<file path="src/rtl/spawn_request_scheduler_pkg.sv">
// Shared types and default constants for the spawn request scheduler.
// The spawn entry struct fixes the lane width used throughout the block.
package spawn_request_scheduler_pkg;

  localparam int SPAWN_LANE_W      = 2;
  localparam int DEF_MIN_GAP_TICKS = 8;
  localparam int DEF_MAX_ACTIVE    = 6;

  typedef enum logic [1:0] {
    ST_IDLE  = 2'd0,
    ST_OFFER = 2'd1,
    ST_GAP   = 2'd2
  } sched_state_t;

  typedef struct packed {
    logic                    stype;
    logic [SPAWN_LANE_W-1:0] lane;
  } spawn_entry_t;

endpackage

</file>
<file path="src/rtl/spawn_request_scheduler_fifo.sv">
// Small synchronous FIFO holding pending spawn entries. rd_data is the current head.
// A write into a full FIFO succeeds only when a read happens in the same cycle.
module spawn_fifo #(
  parameter int DEPTH = 4,
  parameter int W     = 3,
  localparam int AW   = $clog2(DEPTH),
  localparam int CW   = AW + 1
) (
  input  logic          clk,
  input  logic          rst_n,
  input  logic          wr_en,
  input  logic [W-1:0]  wr_data,
  input  logic          rd_en,
  output logic [W-1:0]  rd_data,
  output logic [CW-1:0] count,
  output logic          full,
  output logic          empty,
  output logic          wr_drop
);

  logic [W-1:0]  mem_q [DEPTH];
  logic [AW-1:0] wr_ptr_q, wr_ptr_d;
  logic [AW-1:0] rd_ptr_q, rd_ptr_d;
  logic [CW-1:0] count_q, count_d;
  logic          full_q, full_d;
  logic          empty_q, empty_d;
  logic          do_wr, do_rd;

  always_comb begin
    do_rd    = rd_en && !empty_q;
    do_wr    = wr_en && (!full_q || do_rd);
    wr_drop  = wr_en && !do_wr;
    wr_ptr_d = do_wr ? wr_ptr_q + AW'(1) : wr_ptr_q;
    rd_ptr_d = do_rd ? rd_ptr_q + AW'(1) : rd_ptr_q;
    count_d  = count_q;
    if (do_wr && !do_rd) begin
      count_d = count_q + CW'(1);
    end else if (!do_wr && do_rd) begin
      count_d = count_q - CW'(1);
    end
    full_d  = (count_d == CW'(DEPTH));
    empty_d = (count_d == '0);
  end

  always_ff @(posedge clk or negedge rst_n) begin
    if (!rst_n) begin
      wr_ptr_q <= '0;
      rd_ptr_q <= '0;
      count_q  <= '0;
      full_q   <= 1'b0;
      empty_q  <= 1'b1;
    end else begin
      wr_ptr_q <= wr_ptr_d;
      rd_ptr_q <= rd_ptr_d;
      count_q  <= count_d;
      full_q   <= full_d;
      empty_q  <= empty_d;
    end
  end

  // Storage needs no reset: the head is only observed while count is non-zero.
  always_ff @(posedge clk) begin
    if (do_wr) begin
      mem_q[wr_ptr_q] <= wr_data;
    end
  end

  assign rd_data = mem_q[rd_ptr_q];
  assign count   = count_q;
  assign full    = full_q;
  assign empty   = empty_q;

endmodule

</file>
<file path="src/rtl/spawn_request_scheduler.sv">
// Turns rising randomTick levels into queued spawn requests and issues them to the
// object engine, throttled by a game-tick gap and a cap on live enemies.
module spawn_request_scheduler
  import spawn_request_scheduler_pkg::*;
#(
  parameter int QUEUE_DEPTH   = 4,
  parameter int MIN_GAP_TICKS = DEF_MIN_GAP_TICKS,
  parameter int MAX_ACTIVE    = DEF_MAX_ACTIVE,
  parameter int LANE_W        = SPAWN_LANE_W
) (
  input  logic              clock,
  input  logic              reset_n,
  input  logic              gameTick,
  input  logic              randomTick1,
  input  logic              randomTick2,
  input  logic              enemyDestroyed,
  input  logic              spawnReady,
  output logic              spawnValid,
  output logic              spawnType,
  output logic [LANE_W-1:0] spawnLane,
  output logic [2:0]        activeCount,
  output logic              queueFull,
  output logic              droppedRequest,
  output sched_state_t      dbg_state
);

  // Handshake: spawnValid stays high with stable spawnType/spawnLane until spawnReady
  // is high at a rising clock edge; the spawn transfers on exactly that edge.

  localparam int CW    = $clog2(QUEUE_DEPTH) + 1;
  localparam int GAP_W = (MIN_GAP_TICKS > 0) ? $clog2(MIN_GAP_TICKS + 1) : 1;

  logic              tick1_q, tick2_q;
  logic              req1, req2;
  logic [LANE_W-1:0] lane_q;
  logic              hold_valid_q, hold_valid_d;
  spawn_entry_t      hold_q, hold_d;
  spawn_entry_t      e1, e2, wr_data, head;
  logic              wr_en, pop, accept;
  logic [CW-1:0]     fifo_count;
  logic              fifo_full, fifo_empty, fifo_drop;
  sched_state_t      state_q, state_d;
  logic [GAP_W-1:0]  gap_q, gap_d;
  logic [2:0]        active_q, active_d;
  logic              dropped_q;

  spawn_fifo #(
    .DEPTH (QUEUE_DEPTH),
    .W     ($bits(spawn_entry_t))
  ) u_fifo (
    .clk     (clock),
    .rst_n   (reset_n),
    .wr_en   (wr_en),
    .wr_data (wr_data),
    .rd_en   (pop),
    .rd_data (head),
    .count   (fifo_count),
    .full    (fifo_full),
    .empty   (fifo_empty),
    .wr_drop (fifo_drop)
  );

  // Write arbitration: a parked entry goes first; tick1 beats a simultaneous tick2,
  // which waits one cycle in the hold register with its original lane.
  always_comb begin
    req1         = randomTick1 && !tick1_q;
    req2         = randomTick2 && !tick2_q;
    e1           = '{stype: 1'b0, lane: lane_q};
    e2           = '{stype: 1'b1, lane: lane_q};
    wr_en        = 1'b0;
    wr_data      = '0;
    hold_valid_d = 1'b0;
    hold_d       = hold_q;
    if (hold_valid_q) begin
      wr_en   = 1'b1;
      wr_data = hold_q;
      if (req1) begin
        hold_valid_d = 1'b1;
        hold_d       = e1;
      end else if (req2) begin
        hold_valid_d = 1'b1;
        hold_d       = e2;
      end
    end else if (req1) begin
      wr_en   = 1'b1;
      wr_data = e1;
      if (req2) begin
        hold_valid_d = 1'b1;
        hold_d       = e2;
      end
    end else if (req2) begin
      wr_en   = 1'b1;
      wr_data = e2;
    end
  end

  always_comb begin
    state_d = state_q;
    gap_d   = gap_q;
    pop     = 1'b0;
    accept  = 1'b0;
    case (state_q)
      ST_IDLE: begin
        if (!fifo_empty && (active_q < 3'(MAX_ACTIVE))) begin
          state_d = ST_OFFER;
        end
      end
      ST_OFFER: begin
        if (spawnReady) begin
          pop    = 1'b1;
          accept = 1'b1;
          if (MIN_GAP_TICKS == 0) begin
            state_d = ST_IDLE;
          end else begin
            state_d = ST_GAP;
            gap_d   = GAP_W'(MIN_GAP_TICKS);
          end
        end
      end
      ST_GAP: begin
        if (gap_q == '0) begin
          state_d = ST_IDLE;
        end else if (gameTick) begin
          gap_d = gap_q - GAP_W'(1);
          if (gap_q == GAP_W'(1)) begin
            state_d = ST_IDLE;
          end
        end
      end
      default: state_d = ST_IDLE;
    endcase

    // A spawn and a destruction in the same cycle cancel out.
    active_d = active_q;
    if (accept && !enemyDestroyed) begin
      active_d = active_q + 3'd1;
    end else if (!accept && enemyDestroyed && (active_q != 3'd0)) begin
      active_d = active_q - 3'd1;
    end
  end

  always_ff @(posedge clock or negedge reset_n) begin
    if (!reset_n) begin
      tick1_q      <= 1'b0;
      tick2_q      <= 1'b0;
      lane_q       <= '0;
      hold_valid_q <= 1'b0;
      hold_q       <= '0;
      state_q      <= ST_IDLE;
      gap_q        <= '0;
      active_q     <= 3'd0;
      dropped_q    <= 1'b0;
    end else begin
      tick1_q      <= randomTick1;
      tick2_q      <= randomTick2;
      lane_q       <= lane_q + LANE_W'(1);
      hold_valid_q <= hold_valid_d;
      hold_q       <= hold_d;
      state_q      <= state_d;
      gap_q        <= gap_d;
      active_q     <= active_d;
      dropped_q    <= fifo_drop;
    end
  end

  assign spawnValid     = (state_q == ST_OFFER);
  assign spawnType      = spawnValid ? head.stype : 1'b0;
  assign spawnLane      = spawnValid ? head.lane : '0;
  assign activeCount    = active_q;
  assign queueFull      = fifo_full;
  assign droppedRequest = dropped_q;
  assign dbg_state      = state_q;

  offer_has_entry: assert property (@(posedge clock) disable iff (!reset_n)
    (state_q == ST_OFFER) |-> (fifo_count != '0));

endmodule

</file>
<file path="config.mk">
export PLATFORM = sky130hd
export DESIGN_NAME = spawn_request_scheduler
export DESIGN_NICKNAME = d
export VERILOG_FILES = /design/src/rtl/spawn_request_scheduler_pkg.sv /design/src/rtl/spawn_request_scheduler_fifo.sv /design/src/rtl/spawn_request_scheduler.sv
export SDC_FILE = /design/constraint.sdc
export NUM_CORES = 1
export LEC_CHECK = 0
export ABC_AREA = 1
export CAP_MARGIN = 20
export CORE_ASPECT_RATIO = 0.8
export CORE_MARGIN = 2
export CORE_UTILIZATION = 61
export CTS_CLUSTER_SIZE = 8
export DETAILED_ROUTE_END_ITERATION = 16
export PLACE_DENSITY = 0.84
export REMOVE_ABC_BUFFERS = 1
export SYNTH_ARGS = -nofsm -noshare
export SYNTH_HDL_FRONTEND = slang
export SYNTH_HIERARCHICAL = 1
export SYNTH_SLANG_ARGS = --single-unit
</file>
<file path="constraint.sdc">
create_clock -name clock -period 2.55 [get_ports clock]
set_clock_uncertainty 0.05 [all_clocks]
set_input_delay 0.51 -clock clock [delete_from_list [all_inputs] [get_ports clock]]
set_output_delay 0.51 -clock clock [all_outputs]
set_load 0.005 [all_outputs]
</file>
---- Word-level counts from Yosys, hierarchy flattened ----
Memories as Yosys holds them, arrays and structs flattened.
Index checks and enable logic that the tools add are counted.
operators by class
  $add $sub $neg .......................... 8
  equality and inequality tests ........... 10
  multiplexer cells ....................... 32
  reductions and logical operators ........ 29
  magnitude comparators ................... 1
operators with widths
  operator                                                                count
  3-bit two-way mux                                                       11
  2-bit two-way mux                                                       6
  4-bit two-way mux                                                       3
  1-bit logical AND                                                       11
  1-bit two-way mux                                                       10
  1-bit zero test                                                         8
  2-bit inequality test (second input constant)                           4
  4-bit one-hot mux with 2 select lines                                   1
  4-bit AND reduction                                                     2
  2-bit by 1-bit adder with 2-bit output (second input constant)          3
  3-bit by 1-bit adder with 3-bit output (second input constant)          2
  3-bit inequality test (second input constant)                           2
  2-bit one-hot mux with 3 select lines                                   1
  2-bit nonzero test                                                      3
  3-bit by 1-bit subtractor with 3-bit output (second input constant)     2
  4-bit by 1-bit equality test with 1-bit output (second input constant)  1
  4-bit zero test                                                         1
  4-bit by 1-bit subtractor with 4-bit output (second input constant)     1
  3-bit equality test (second input constant)                             1
  3-bit zero test                                                         1
  3-bit less-than comparator (second input constant)                      1
  3-bit nonzero test                                                      1
  2-bit by 1-bit equality test with 1-bit output (second input constant)  1
  2-bit equality test (second input constant)                             1
  other kinds (2)                                                         2
storage, ports and cells
  flip-flop bits (word level) ............. 27
  memories kept ........................... 1
  RAM bits ................................ 12
memory list
  name          words  bits a word  read ports  clocked after Yosys merged registers in  wr ports  RTL line                            RTL
  u_fifo.mem_q  4      3            1           0                                        1         spawn_request_scheduler_fifo.sv:21  logic [W-1:0] mem_q [DEPTH];

---- Logic depth before layout (Yosys ltp) ----
  depth after elaboration ................. 11
  gate-level depth with buffers ........... 13

---- Cells and area by module ----
The synthesis kept the hierarchy.
modules (own cells, without submodules)
  module                   area each (sq um)  cells an instance  seq. area each (sq um)  times used
  spawn_fifo               1009.7             99                 586.8                   1
  spawn_request_scheduler  1006.0             129                450.4                   1

---- Worst setup path before layout ----
No wires, ideal clock.
  kind .................................... input port to flip-flop
  start point ............................. in randomTick1
  end point ............................... mem u_fifo.mem_q[0][0] (enable)
  cell stages on the path ................. 6
  slack ................................... 904 ps
  data arrival time ....................... 1277 ps
  data required time ...................... 2181 ps
  buffers on the path ..................... 0
  path through ............................ nand2_1 nand2_1 inv_2 nand2_1 nand2_1 nor2_1
between the ends
  longest elaborated chain between the ends .. 6
ends and longest elaborated chain
  item                                     RTL line                            RTL
  start: declaration                       spawn_request_scheduler.sv:14       input logic randomTick1,
  1-bit logical AND                        spawn_request_scheduler.sv:66       req1 = randomTick1 && !tick1_q;
  1-bit two-way mux                        spawn_request_scheduler.sv:84       end else if (req1) begin
  1-bit two-way mux                        spawn_request_scheduler.sv:74       if (hold_valid_q) begin
  named net wr_en                          spawn_request_scheduler.sv:39       logic wr_en, pop, accept;
  1-bit logical AND                        spawn_request_scheduler_fifo.sv:31  do_wr = wr_en && (!full_q || do_rd);
  1-bit two-way mux                        spawn_request_scheduler_fifo.sv:63  if (do_wr) begin
  1-bit two-way mux (implied by the code)  spawn_request_scheduler_fifo.sv:64  mem_q[wr_ptr_q] <= wr_data;
  end: declaration                         spawn_request_scheduler_fifo.sv:21
The timed path passes the listed nets, and every way through them passes these cells.

==> results.yml <==
outcome:
  status: "finished, final reports clean"
logic_synthesis:
  synthDistinctLibCells: 26
  synth_adder_area_share_pct: 5.96
  avgSynthCellArea_um2: 8.84
  synth_most_common_cell: "nand2_1"
  synth_top_area_share_pct: 32.3
  synthSimpleGateAreaFrac_pct: 24.7
  synth_edf_count: 12
  async_reset_ff_share_pct: 69.2
  synth_warnings: 6
  yosysTopAreaCell: "dfrtp_1"
  ys_top_cells_by_area: "dfrtp_1 32%, edfxtp_1 18%, nand2_1 7.6%, inv_1 6.1%, nor2_1 5.0%"
  yosys-top-cells-count: "41 x nand2_1, 33 x inv_1, 27 x nor2_1, 26 x dfrtp_1, 16 x nand3_1"
  synth_compound_area_share_pct: 6.77
  ys_ff_latch: 39
  muxShareOfSynthArea_pct: 0
  synth_xor_area_share_pct: 2.61
  seq_area_frac_synth_pct: 51.5
  synth_area_mm2: 0.00202
  syn_inst: 228
  synth_top_family_by_area: "simple AND/OR/NAND/NOR gates"
  synthFlopType: "dfrtp_1"
clock_tree:
  root_buffer: "clkbuf_8"
  cts_tree: "yes"
  cts.sink_count: 39
  cts_resized: 0
  cts_buffers: 5
  clkTransAtPathRegs_ns: 0.07
  clkLatencyLatePin_ns: 0.28
  clockBufferDepth: 2
  ctsHoldBuffers: 0
  cts_max_level: 2
  post_cts_buffers: 0
worst_setup_path:
  end_kind: "primary output"
  cp_max_fo: 8
  slowest_delay_ns: 0.50
  cp_cell_sequence: "inv_1 -> nor2_1 -> o22ai_1 -> inv_1 -> nor2_1 -> clkdlybuf4s50_1"
  arrival_ns: 1.81
  cp-start-kind: "flip-flop"
  cp.required_ns: 1.99
  crit_type: "flip-flop to primary output"
  cp_slowest_cell: "clkdlybuf4s50_1"
grt:
  grt.overflow.total: 0
  grt_pass1_wl_mm: 6.00
  grt_pass1_vias: 1413
  grtUsageTotal_pct: 21.3
  grt_max_degree: 28
  antenna_found_initial: 0
drt:
  drt_pass1_iterations: 4
  wl_per_cell_um: 11.5
  vias_per_cell: 4.92
  final_antenna_net_count: 0
  drt_iter0_markers: 39
  drc: 0
  drt_wl_total_mm: 3.39
  vias: 1446
timing:
  fin_crit_ns: 2.37
  tightestPinTransition_ns: 0.494
  hold_viol: 0
  whs_ns: 0.466
  fin_crit_sh_pct: 93.0
  relSlewSlack_pct: 66.7
  rsz0062_at_grt: "false"
  drv_slew: 0
  max_freq_mhz: 422
  setup_violations: 0
  setup_tns_ns: 0
power_and_ir_drop:
  finalPower_uw: 2530
  pwr_density_cell_mw_per_mm2: 1080
  irDropWorstVdd_v: 0.000525
  p_leak_uw: 0.00116
placement:
  hpwl_mm: 2.60
  gp_congestion: 0.806
  numPortBuffers: 17
floorplanning:
  dieWidth_um: 68.3
  coreArea_mm2: 0.00313
  die_y_um: 55.4
  rows: 18
  ios: 18
  die_area_mm2: 0.00378
  initial_core_util_pct: 64.4
layout:
  antenna_cells: 0
  fillers: 231
  area_delta_synth_final_pct: 15.8
  layout-drive-gt1-share_pct: 15.4
  nets: 269
run:
  max_cap_viol_count: 0
worst_hold_path:
  min_path_type: "flip-flop to flip-flop"
-- worst max-delay path: cells and delay by family (launching register included) --
kind | cells | cell delay, ns
buffers and inverters | 3 | 0.75
flip-flops | 1 | 0.45
AND/OR/NAND/NOR | 2 | 0.16
AO/OA/AOI/OAI | 1 | 0.16
-- final timing paths --
check	startpoint	end	slack (ns)	cells past startpoint
worst max-delay path	u_fifo/rd_ptr_q[0]$_DFFE_PN0P_	spawnType	0.18	6
worst min-delay path	gap_q[1]$_DFFE_PN0P_	gap_q[1]$_DFFE_PN0P_	0.47	2
worst max register to register	dbg_state[1]$_DFFE_PN0P_	u_fifo/mem_q[0][0]$_DFFE_PP_	0.80	7
worst min register to register	gap_q[1]$_DFFE_PN0P_	gap_q[1]$_DFFE_PN0P_	0.47	2
max in group asynchronous	reset_n	u_fifo/empty$_DFF_PN1_	1.60	2
min in group asynchronous	reset_n	gap_q[2]$_DFFE_PN0P_	0.54	2
-- sequential cells by signal, summed over array words and instances (netlist names) --
signal           flops
u_fifo/mem_q        12
gap_q                4
activeCount          3
hold_q               3
u_fifo/count         3
dbg_state            2
lane_q               2
u_fifo/rd_ptr_q      2
u_fifo/wr_ptr_q      2
droppedRequest       1
hold_valid_q         1
tick1_q              1
tick2_q              1
u_fifo/empty         1
u_fifo/full          1
-- layout make-up --
type / count / area (um2) / area share (%)
clock buffer: 7 / 86.3 / 3.70
tap: 40 / 50.0 / 2.14
inverter: 45 / 171 / 7.34
clock inverter: 1 / 5.00 / 0.214
multi-input combinational: 144 / 807 / 34.6
timing repair buffer: 18 / 178 / 7.61
sequential: 39 / 1040 / 44.4
-- kinds of logic after synthesis --
group | count (synthesis)
AND/OR/NAND/NOR | 105
XOR/XNOR | 6
flip-flops | 39
AO/OA/AOI/OAI | 24
adder cells (fa/ha/maj) | 9
buffers and inverters | 45
-- per-layer routing --
layer  GRT usage, %  wire length, um  up-vias  part of all wire [%]
li1               -                -      771                     -
met2           31.8             1510       26                    45
met3           4.89              134        5                   4.0
met1           29.9             1710      644                    50
met5              0                0        -                     0
met4           8.86               31        0                  0.92
-- power by group --
part / switching (uW) / internal (uW) / total (uW)
Clock: 192 / 218 / 409
Sequential: 154 / 845 / 999
Combinational: 639 / 478 / 1120
Total: 984 / 1540 / 2530
-- metrics by stage --
stage,worst slack (ns),std cells,util [%],area (um2)
4_1_cts,0.174,294,74.6,2330
5_1_grt,0.0235,294,74.6,2330
3_3_place_gp,0.300,286,71.7,2240
3_5_place_dp,0.236,286,71.7,2240
6_report,0.179,294,74.6,2330
2_1_floorplan,0.904,228,-,2020
-- layout by cell type (no fill, tap or decap) --
cell / Yosys / final
a21oi_1: 4 / 4
buf_4: 0 / 1
clkbuf_1: 0 / 1
clkbuf_8: 0 / 6
clkdlybuf4s50_1: 0 / 17
clkinv_1: 1 / 1
clkinv_2: 0 / 1
dfrtp_1: 26 / 26
dfstp_2: 1 / 1
edfxtp_1: 12 / 12
fa_1: 1 / 1
ha_1: 8 / 8
inv_1: 33 / 33
inv_2: 10 / 10
inv_4: 1 / 1
nand2_1: 41 / 41
nand2_2: 11 / 11
nand2_4: 3 / 3
nand3_1: 16 / 16
nand3_2: 2 / 2
nand3_4: 1 / 1
nand4_1: 1 / 1
nor2_1: 27 / 27
nor3_1: 2 / 2
o211ai_1: 1 / 1
o21ai_0: 9 / 9
o21ai_1: 3 / 3
o21ai_2: 2 / 2
o22ai_1: 5 / 5
or2_1: 1 / 1
xor2_1: 6 / 6
(Power assumes the default switching activity.)
